**config.mk**
```make
export PLATFORM = sky130hd
export DESIGN_NAME = serial_sub4_flat
export DESIGN_NICKNAME = d
export VERILOG_FILES = /design/src/rtl/serial_sub_pkg.sv /design/src/rtl/serial_sub4_if.sv /design/src/rtl/serial_sub4_full_sub.sv /design/src/rtl/serial_sub4.sv /design/src/flat_wrapper.sv
export SDC_FILE = /design/constraint.sdc
export NUM_CORES = 1
export LEC_CHECK = 0
export CAP_MARGIN = 20
export CORE_MARGIN = 2
export CORE_UTILIZATION = 50
export DETAILED_ROUTE_END_ITERATION = 12
export PLACE_DENSITY_LB_ADDON = 0.2
export RECOVER_POWER = 50
export SYNTH_ARGS = -nofsm -noshare
export SYNTH_HDL_FRONTEND = slang
export SYNTH_HIERARCHICAL = 1
export SYNTH_SLANG_ARGS = --single-unit
```
**constraint.sdc**
```tcl
create_clock -name clk -period 1.9 [get_ports clk]
set_input_delay 0.38 -clock clk [delete_from_list [all_inputs] [get_ports clk]]
set_output_delay 0.38 -clock clk [all_outputs]
set_load 0.005 [all_outputs]
```
**src/rtl/serial_sub_pkg.sv**
```systemverilog
// Shared types and defaults for the bit-serial subtractor.
package serial_sub_pkg;

  localparam int DEFAULT_WIDTH = 4;

  typedef enum logic [1:0] {
    IDLE = 2'd0,
    CALC = 2'd1,
    DONE = 2'd2
  } state_t;

endpackage

```
**src/rtl/serial_sub4_if.sv**
```systemverilog
// Operand/result handshake bundle for serial_sub4.
// A transfer happens on a rising edge where valid and ready are both 1; valid never depends on ready.
interface serial_sub4_if
  import serial_sub_pkg::*;
#(
  parameter int WIDTH = DEFAULT_WIDTH
);

  logic             in_valid;
  logic             in_ready;
  logic [WIDTH-1:0] a;
  logic [WIDTH-1:0] b;
  logic [WIDTH-1:0] d;
  logic             bout;
  logic             out_valid;
  logic             out_ready;

  modport slave (
    input  in_valid, a, b, out_ready,
    output in_ready, d, bout, out_valid
  );

  modport master (
    output in_valid, a, b, out_ready,
    input  in_ready, d, bout, out_valid
  );

endinterface

```
**src/rtl/serial_sub4_full_sub.sv**
```systemverilog
// One-bit full subtractor: diff = x - y - bin, with borrow out.
module full_sub (
  input  logic x,
  input  logic y,
  input  logic bin,
  output logic diff,
  output logic bout
);

  assign diff = x ^ y ^ bin;
  assign bout = (~x & y) | (~(x ^ y) & bin);

endmodule

```
**src/rtl/serial_sub4.sv**
```systemverilog
// Bit-serial unsigned subtractor: d = a - b computed LSB first, one bit per clock.
// bout is the final borrow, set exactly when a < b.
module serial_sub4
  import serial_sub_pkg::*;
#(
  parameter int WIDTH = DEFAULT_WIDTH
) (
  input  logic           clk,
  input  logic           rst_n,
  serial_sub4_if.slave   bus,
  output state_t         state_dbg
);

  localparam int CW = $clog2(WIDTH) + 1;

  state_t           state_q;
  state_t           state_d;
  logic [WIDTH-1:0] sa;
  logic [WIDTH-1:0] sb;
  logic [WIDTH-1:0] res;
  logic             br;
  logic             bout_q;
  logic [CW-1:0]    cnt;
  logic             diff;
  logic             br_next;
  logic             accept;
  logic             last_bit;

  full_sub u_full_sub (
    .x    (sa[0]),
    .y    (sb[0]),
    .bin  (br),
    .diff (diff),
    .bout (br_next)
  );

  always_comb begin
    state_d       = state_q;
    bus.in_ready  = 1'b0;
    bus.out_valid = 1'b0;
    accept        = 1'b0;
    last_bit      = 1'b0;
    case (state_q)
      IDLE: begin
        bus.in_ready = 1'b1;
        if (bus.in_valid) begin
          accept  = 1'b1;
          state_d = CALC;
        end
      end
      CALC: begin
        last_bit = (cnt == CW'(WIDTH - 1));
        if (last_bit) state_d = DONE;
      end
      DONE: begin
        bus.out_valid = 1'b1;
        // Returning through IDLE means no new operand is taken on the release edge.
        if (bus.out_ready) state_d = IDLE;
      end
      default: state_d = IDLE;
    endcase
  end

  always_ff @(posedge clk or negedge rst_n) begin
    if (!rst_n) state_q <= IDLE;
    else        state_q <= state_d;
  end

  always_ff @(posedge clk or negedge rst_n) begin
    if (!rst_n) begin
      sa     <= '0;
      sb     <= '0;
      res    <= '0;
      br     <= 1'b0;
      bout_q <= 1'b0;
      cnt    <= '0;
    end else if (accept) begin
      sa  <= bus.a;
      sb  <= bus.b;
      br  <= 1'b0;
      cnt <= '0;
    end else if (state_q == CALC) begin
      sa  <= sa >> 1;
      sb  <= sb >> 1;
      // Each new bit enters at the MSB so the first (LSB) bit ends up in bit 0.
      res <= {diff, res[WIDTH-1:1]};
      br  <= br_next;
      cnt <= cnt + 1'b1;
      if (last_bit) bout_q <= br_next;
    end
  end

  assign bus.d     = res;
  assign bus.bout  = bout_q;
  assign state_dbg = state_q;

endmodule

```
**src/flat_wrapper.sv**
```systemverilog
// flat-port wrapper written by rule: the top's interface ports become plain ports
module serial_sub4_flat import serial_sub_pkg::*;
#(
  parameter int WIDTH = DEFAULT_WIDTH
)
  (clk, rst_n, state_dbg, bus_in_valid, bus_a, bus_b, bus_out_ready, bus_in_ready, bus_d, bus_bout, bus_out_valid);
  serial_sub4_if #(.WIDTH(WIDTH)) bus_i ();
  input  logic clk;
  input  logic rst_n;
  output state_t state_dbg;
  input wire logic [$bits(bus_i.in_valid)-1:0] bus_in_valid;
  input wire logic [$bits(bus_i.a)-1:0] bus_a;
  input wire logic [$bits(bus_i.b)-1:0] bus_b;
  input wire logic [$bits(bus_i.out_ready)-1:0] bus_out_ready;
  output wire logic [$bits(bus_i.in_ready)-1:0] bus_in_ready;
  output wire logic [$bits(bus_i.d)-1:0] bus_d;
  output wire logic [$bits(bus_i.bout)-1:0] bus_bout;
  output wire logic [$bits(bus_i.out_valid)-1:0] bus_out_valid;
  assign bus_i.in_valid = bus_in_valid;
  assign bus_i.a = bus_a;
  assign bus_i.b = bus_b;
  assign bus_i.out_ready = bus_out_ready;
  assign bus_in_ready = bus_i.in_ready;
  assign bus_d = bus_i.d;
  assign bus_bout = bus_i.bout;
  assign bus_out_valid = bus_i.out_valid;
  serial_sub4 #(.WIDTH(WIDTH)) u_core (.clk(clk), .rst_n(rst_n), .bus(bus_i), .state_dbg(state_dbg));
endmodule
```
==> After elaboration in Yosys (flattened, before gate mapping) <==
Cells that the tools add are included.
W data, S select, Z words.
{ "totals": {"register_bits": 19, "in_bits": 12, "out_inout_bits": 9, "wordCells": 44} }
{ "classes": {"n_addsub": 1, "eq_ne": 6, "muxes": 17, "bitwise_logic": 8, "n_reduce_logical": 5} }
{ "op_table": {"columns": ["cell", "count"], "rows": [
  ["$mux W4", 4],
  ["$mux W1", 7],
  ["$mux W2", 3],
  ["$mux W3", 2],
  ["$pmux W2 S3", 1],
  ["$reduce_and A3 Y1", 2],
  ["$ne A2 B2 Y1 const B", 2],
  ["$add A3 B1 Y3 const B", 1],
  ["$eq A3 B2 Y1 const B", 1],
  ["$not A1 Y1", 3],
  ["$and A1 B1 Y1", 2],
  ["$eq A2 B1 Y1 const B", 1],
  ["$eq A2 B2 Y1 const B", 1],
  ["$logic_not A2 Y1", 1],
  ["$ne A2 B1 Y1 const B", 1],
  ["$reduce_and A2 Y1", 1],
  ["$reduce_bool A2 Y1", 1],
  ["$xor A1 B1 Y1", 2],
  ["$or A1 B1 Y1", 1]
]} }

==> Logic depth before layout (Yosys ltp) <==
{ "logic_depth": {"word_depth": 6, "ltp_mapped": 5, "mapped_depth_nobuf": 5} }

==> By module <==
The synthesis kept the hierarchy.
{ "modules_own_cells": {"columns": ["mod", "instances", "cells_each", "area_per_inst_um2", "seq_area_each_um2"], "rows": [
  ["serial_sub4", 1, 84, 865.8, 475.5],
  ["full_sub", 1, 4, 31.3, 0.0]
]} }

==> Least setup slack after synthesis <==
Ideal clock, no wire load.
{ "synth_timing": {"kind": "register to register", "startpoint": "register u_core.cnt[0]", "endpoint": "register u_core.bout_q, in the netlist u_core/bus.bout", "setup_time_ns": 0.125, "arrival_time_ns": 1.122, "required_time_ns": 1.775, "setup_slack_ns": 0.653, "path_stages_with_launch": 5, "synth_period_minus_slack_ns": 1.247, "path_cell_list": "dfrtp_1 -> ha_1 -> ha_1 -> nand2_4 -> mux2_4"} }
{ "synth_between": {"elab_chain_cells": 3} }
{ "synth_lines": {"columns": ["item", "line_no", "source"], "rows": [
  ["from (decl)", "serial_sub4.sv:23", "logic [CW-1:0] cnt;"],
  ["from (signal assigned)", "serial_sub4.sv:88", "cnt <= cnt + 1'b1;"],
  ["$eq A3 B2 Y1", "serial_sub4.sv:52", "last_bit = (cnt == CW'(WIDTH - 1));"],
  ["$mux W1", "serial_sub4.sv:43", "case (state_q)"],
  ["$reduce_and A3 Y1 (no line)", null, null],
  ["to (signal assigned)", "serial_sub4.sv:89", "if (last_bit) bout_q <= br_next;"],
  ["to (decl)", "serial_sub4.sv:22", "logic bout_q;"]
]} }
Every way passes these cells.
A chain may end at the register's enable or synchronous reset.

==> Worst setup path after layout <==
{ "layout_timing": {"startpoint": "register u_core.state_q[0], in the netlist u_core/state_dbg[0]", "endpoint": "output bus_in_ready"} }
{ "layout_between": {"elab_chain_cells": 2} }
{ "layout_lines": {"columns": ["item", "line_no", "source"], "rows": [
  ["from (decl)", "serial_sub4.sv:16", "state_t state_q;"],
  ["from (signal assigned)", "serial_sub4.sv:66", "else state_q <= state_d;"],
  ["$logic_not A2 Y1", "serial_sub4.sv:43", null],
  ["$mux W1", "serial_sub4.sv:43", null],
  ["to (decl)", "flat_wrapper.sv:15", "output wire logic [$bits(bus_i.in_ready)-1:0] bus_in_ready;"]
]} }
Every way passes these cells.

==> out/results.ini <==
[run_status]
outcome = complete, no violations

[floorplan]
io_pins = 21
die_w_um = 46.4
core_area_mm2 = 0.00171
die-area_mm2 = 0.00215
die_y_um = 46.4
initial_core_util_pct = 52.5
num_rows = 15

[grt]
antenna_found_initial = 0
grt_max_degree = 20
grt-ovfl-total = 0
grt_use_total_pct = 19.4
grt_pass1_wl_um = 2900
grt_pass1_vias = 624

[worst_hold_path]
hp-class = flop to flop
hold_end = u_core/bus.d[0]
hold_path_startpoint = u_core/bus.d[0]
holdPathStages = 2

[critical_path]
reg2reg_slack_ns = 0.51
r2r_end = u_core/sb[2]
path_cells = nor2_1, clkdlybuf4s50_1
path_delay_family = buffers and inverters
critical_path_arrival_ns = 1.42
crit_path_max_fanout = 7
start_kind = flop
worst-path-buf-inv = 1
critPathKind = flop to primary output
reg2regPathDepth = 3
critPathMaxStageDelay_ns = 0.52
cp_data_required_time_ns = 1.52
critPathSlowestCell = clkdlybuf4s50_1
timing.rr.start = u_core/state_dbg[1]
endpoint_kind = primary output

[route]
ant_nets = 0
vias = 730
drtPass1Iterations = 4
wirelength_um = 1760
post-route-drc-count = 0
drt_iter0_drc = 13
viasPerCell = 5.25
wl_per_cell_um = 12.7

[sta]
setup_violations = 0
fin_ws_ns = 0.104
fin_worst_skew_ns = 0.00215
layout_min_cycle_time_ns = 1.80
hold_violations = 0
grt_setup_unrepaired = false
maxSlewViolCount = 0
tightest_slew_ns = 0.980
max_slew_margin_pct = 34.7
maxClockFrequency_ghz = 0.557
finalSetupTns_ns = 0
fin_crit_sh_pct = 94.5

[clock_tree]
tritoncts = built
ctsHtreeMaxLevel = 1
root_buffer = clkbuf_4
postCtsHoldBufs = 0
cts_buffers = 3
insertion_delay_ns = 0.29
clock-sinks = 19
path_clk_slew_ns = 0.10
ctsLongestPathBuffers = 2

[pwr]
powerDensity_mw_per_mm2 = 1610
p_leak_nw = 0.535
peakVddDrop_v = 0.000898

[flow_run]
cap_violations = 0

[placement]
gp_congestion = 0.829
dp_hpwl_um = 1220
port_buffers = 20
place_ws_ns = 0.236

[yosys]
ys_seq_elements = 19
ys_seq_area_share_pct = 53.0
syn_nets = 103
avgSynthCellArea_um2 = 10.2
ys_warn_count = 6
synthesis.area_um2 = 897
synthDistinctLibCells = 22
syn_inst = 88

[final_layout]
drive_above_1_share_pct = 13.2
num_antenna_cells = 0
nets = 130
layout_common_cells = clkdlybuf4s50_1, dfrtp_1, nand2_1
post-route-util_pct = 68.3
final_common_cell = clkdlybuf4s50_1
area_delta_synth_final_pct = 30.0
fillers = 141

[power by group]
part | leakage, nW | total, mW | switching (mW) | internal (mW)
Combinational | 0.289 | 0.934 | 0.441 | 0.493
Sequential | 0.232 | 0.743 | 0.146 | 0.597
Clock | 0.0150 | 0.201 | 0.119 | 0.0817
Total | 0.535 | 1.88 | 0.706 | 1.17
[metrics by stage]
step	hold slack, ns	cell area [um^2]	power [mW]	cells
6_report	0.487	1170	1.88	139
5_1_grt	0.525	1170	2.04	139
4_1_cts	0.411	1130	1.81	134
3_5_place_dp	0.467	1100	1.61	130
3_3_place_gp	0.458	1100	1.59	130
2_1_floorplan	0.0844	897	1.34	88
[cells in the mapped netlist]
master	number	share of area (%)
o22ai_1	11	7.7
ha_1	2	2.8
nand3b_1	1	0.84
and2b_1	1	0.84
dfrtp_1	19	53
a22o_1	2	2.0
a21oi_1	7	3.9
inv_1	6	2.5
mux2_4	1	1.7
nand2_1	14	5.9
buf_2	2	1.1
o31ai_1	1	0.84
buf_6	2	2.5
o21ai_0	5	2.8
nor2b_4	1	1.5
fa_1	1	2.2
o221a_2	1	1.3
nor2b_1	1	0.70
nand2_4	1	1.3
nor2_1	6	2.5
buf_4	1	0.84
nand2b_1	2	1.4
[per-layer routing]
metal	GRT usage [%]	vias up	part of all wire, %
met4	9.14	0	1.9
met2	28.1	30	47
met5	0	-	0
met3	4.31	4	5.5
met1	27.5	337	46
li1	-	359	-
[flip-flops by register name (all words and copies together), names as in the netlist]
register	count
u_core/sa	4
u_core/cnt	3
u_core/bus.bout	1
u_core/state_dbg	2
u_core/br	1
u_core/bus.d	4
u_core/sb	4
[kinds of logic after synthesis]
family / after synthesis / share of synthesized area (%)
compound gates: 27 / 18.4
flops: 19 / 53.0
fa+ha+maj: 3 / 5.02
simple gates: 27 / 14.9
mux: 1 / 1.67
buf+inv: 11 / 6.97
[worst reg2reg max path, stage by stage, from the launching register on]
cell and delay [ns]:
dfrtp_2 0.46, clkbuf_4 0.16, nand2b_1 0.31, o221a_2 0.35
[final cells by class]
class                   count  area [um^2]  area share, %
clock buffers               4         26.3           2.25
inverters                   6         22.5           1.93
multi-input cells          58          359           30.8
flip-flops and latches     19          478           41.0
well taps                  25         31.3           2.68
repair buffers             27          249           21.4
[worst max path at each step]
stage / start / depth (start not counted) / slack (ns) / to
finish: u_core/state_dbg[0] / 2 / 0.10 / bus_in_ready
CTS: u_core/state_dbg[0] / 2 / 0.001 / bus_in_ready
detailed placement: bus_in_valid / 4 / 0.24 / u_core/sb[2]
global placement: bus_in_valid / 4 / 0.28 / u_core/sb[2]
global route: u_core/state_dbg[0] / 2 / 0.03 / bus_in_ready
floorplan: u_core/cnt[0] / 4 / 0.65 / u_core/bus.bout
[timing repair]
action / CTS / global route
buffers inserted: 0 / 5
endpoints found under the hold margin: 0 / 0
gates resized for setup: 1 / 1
endpoints found under the setup margin: 2 / 2
(Power assumes the default switching activity.)
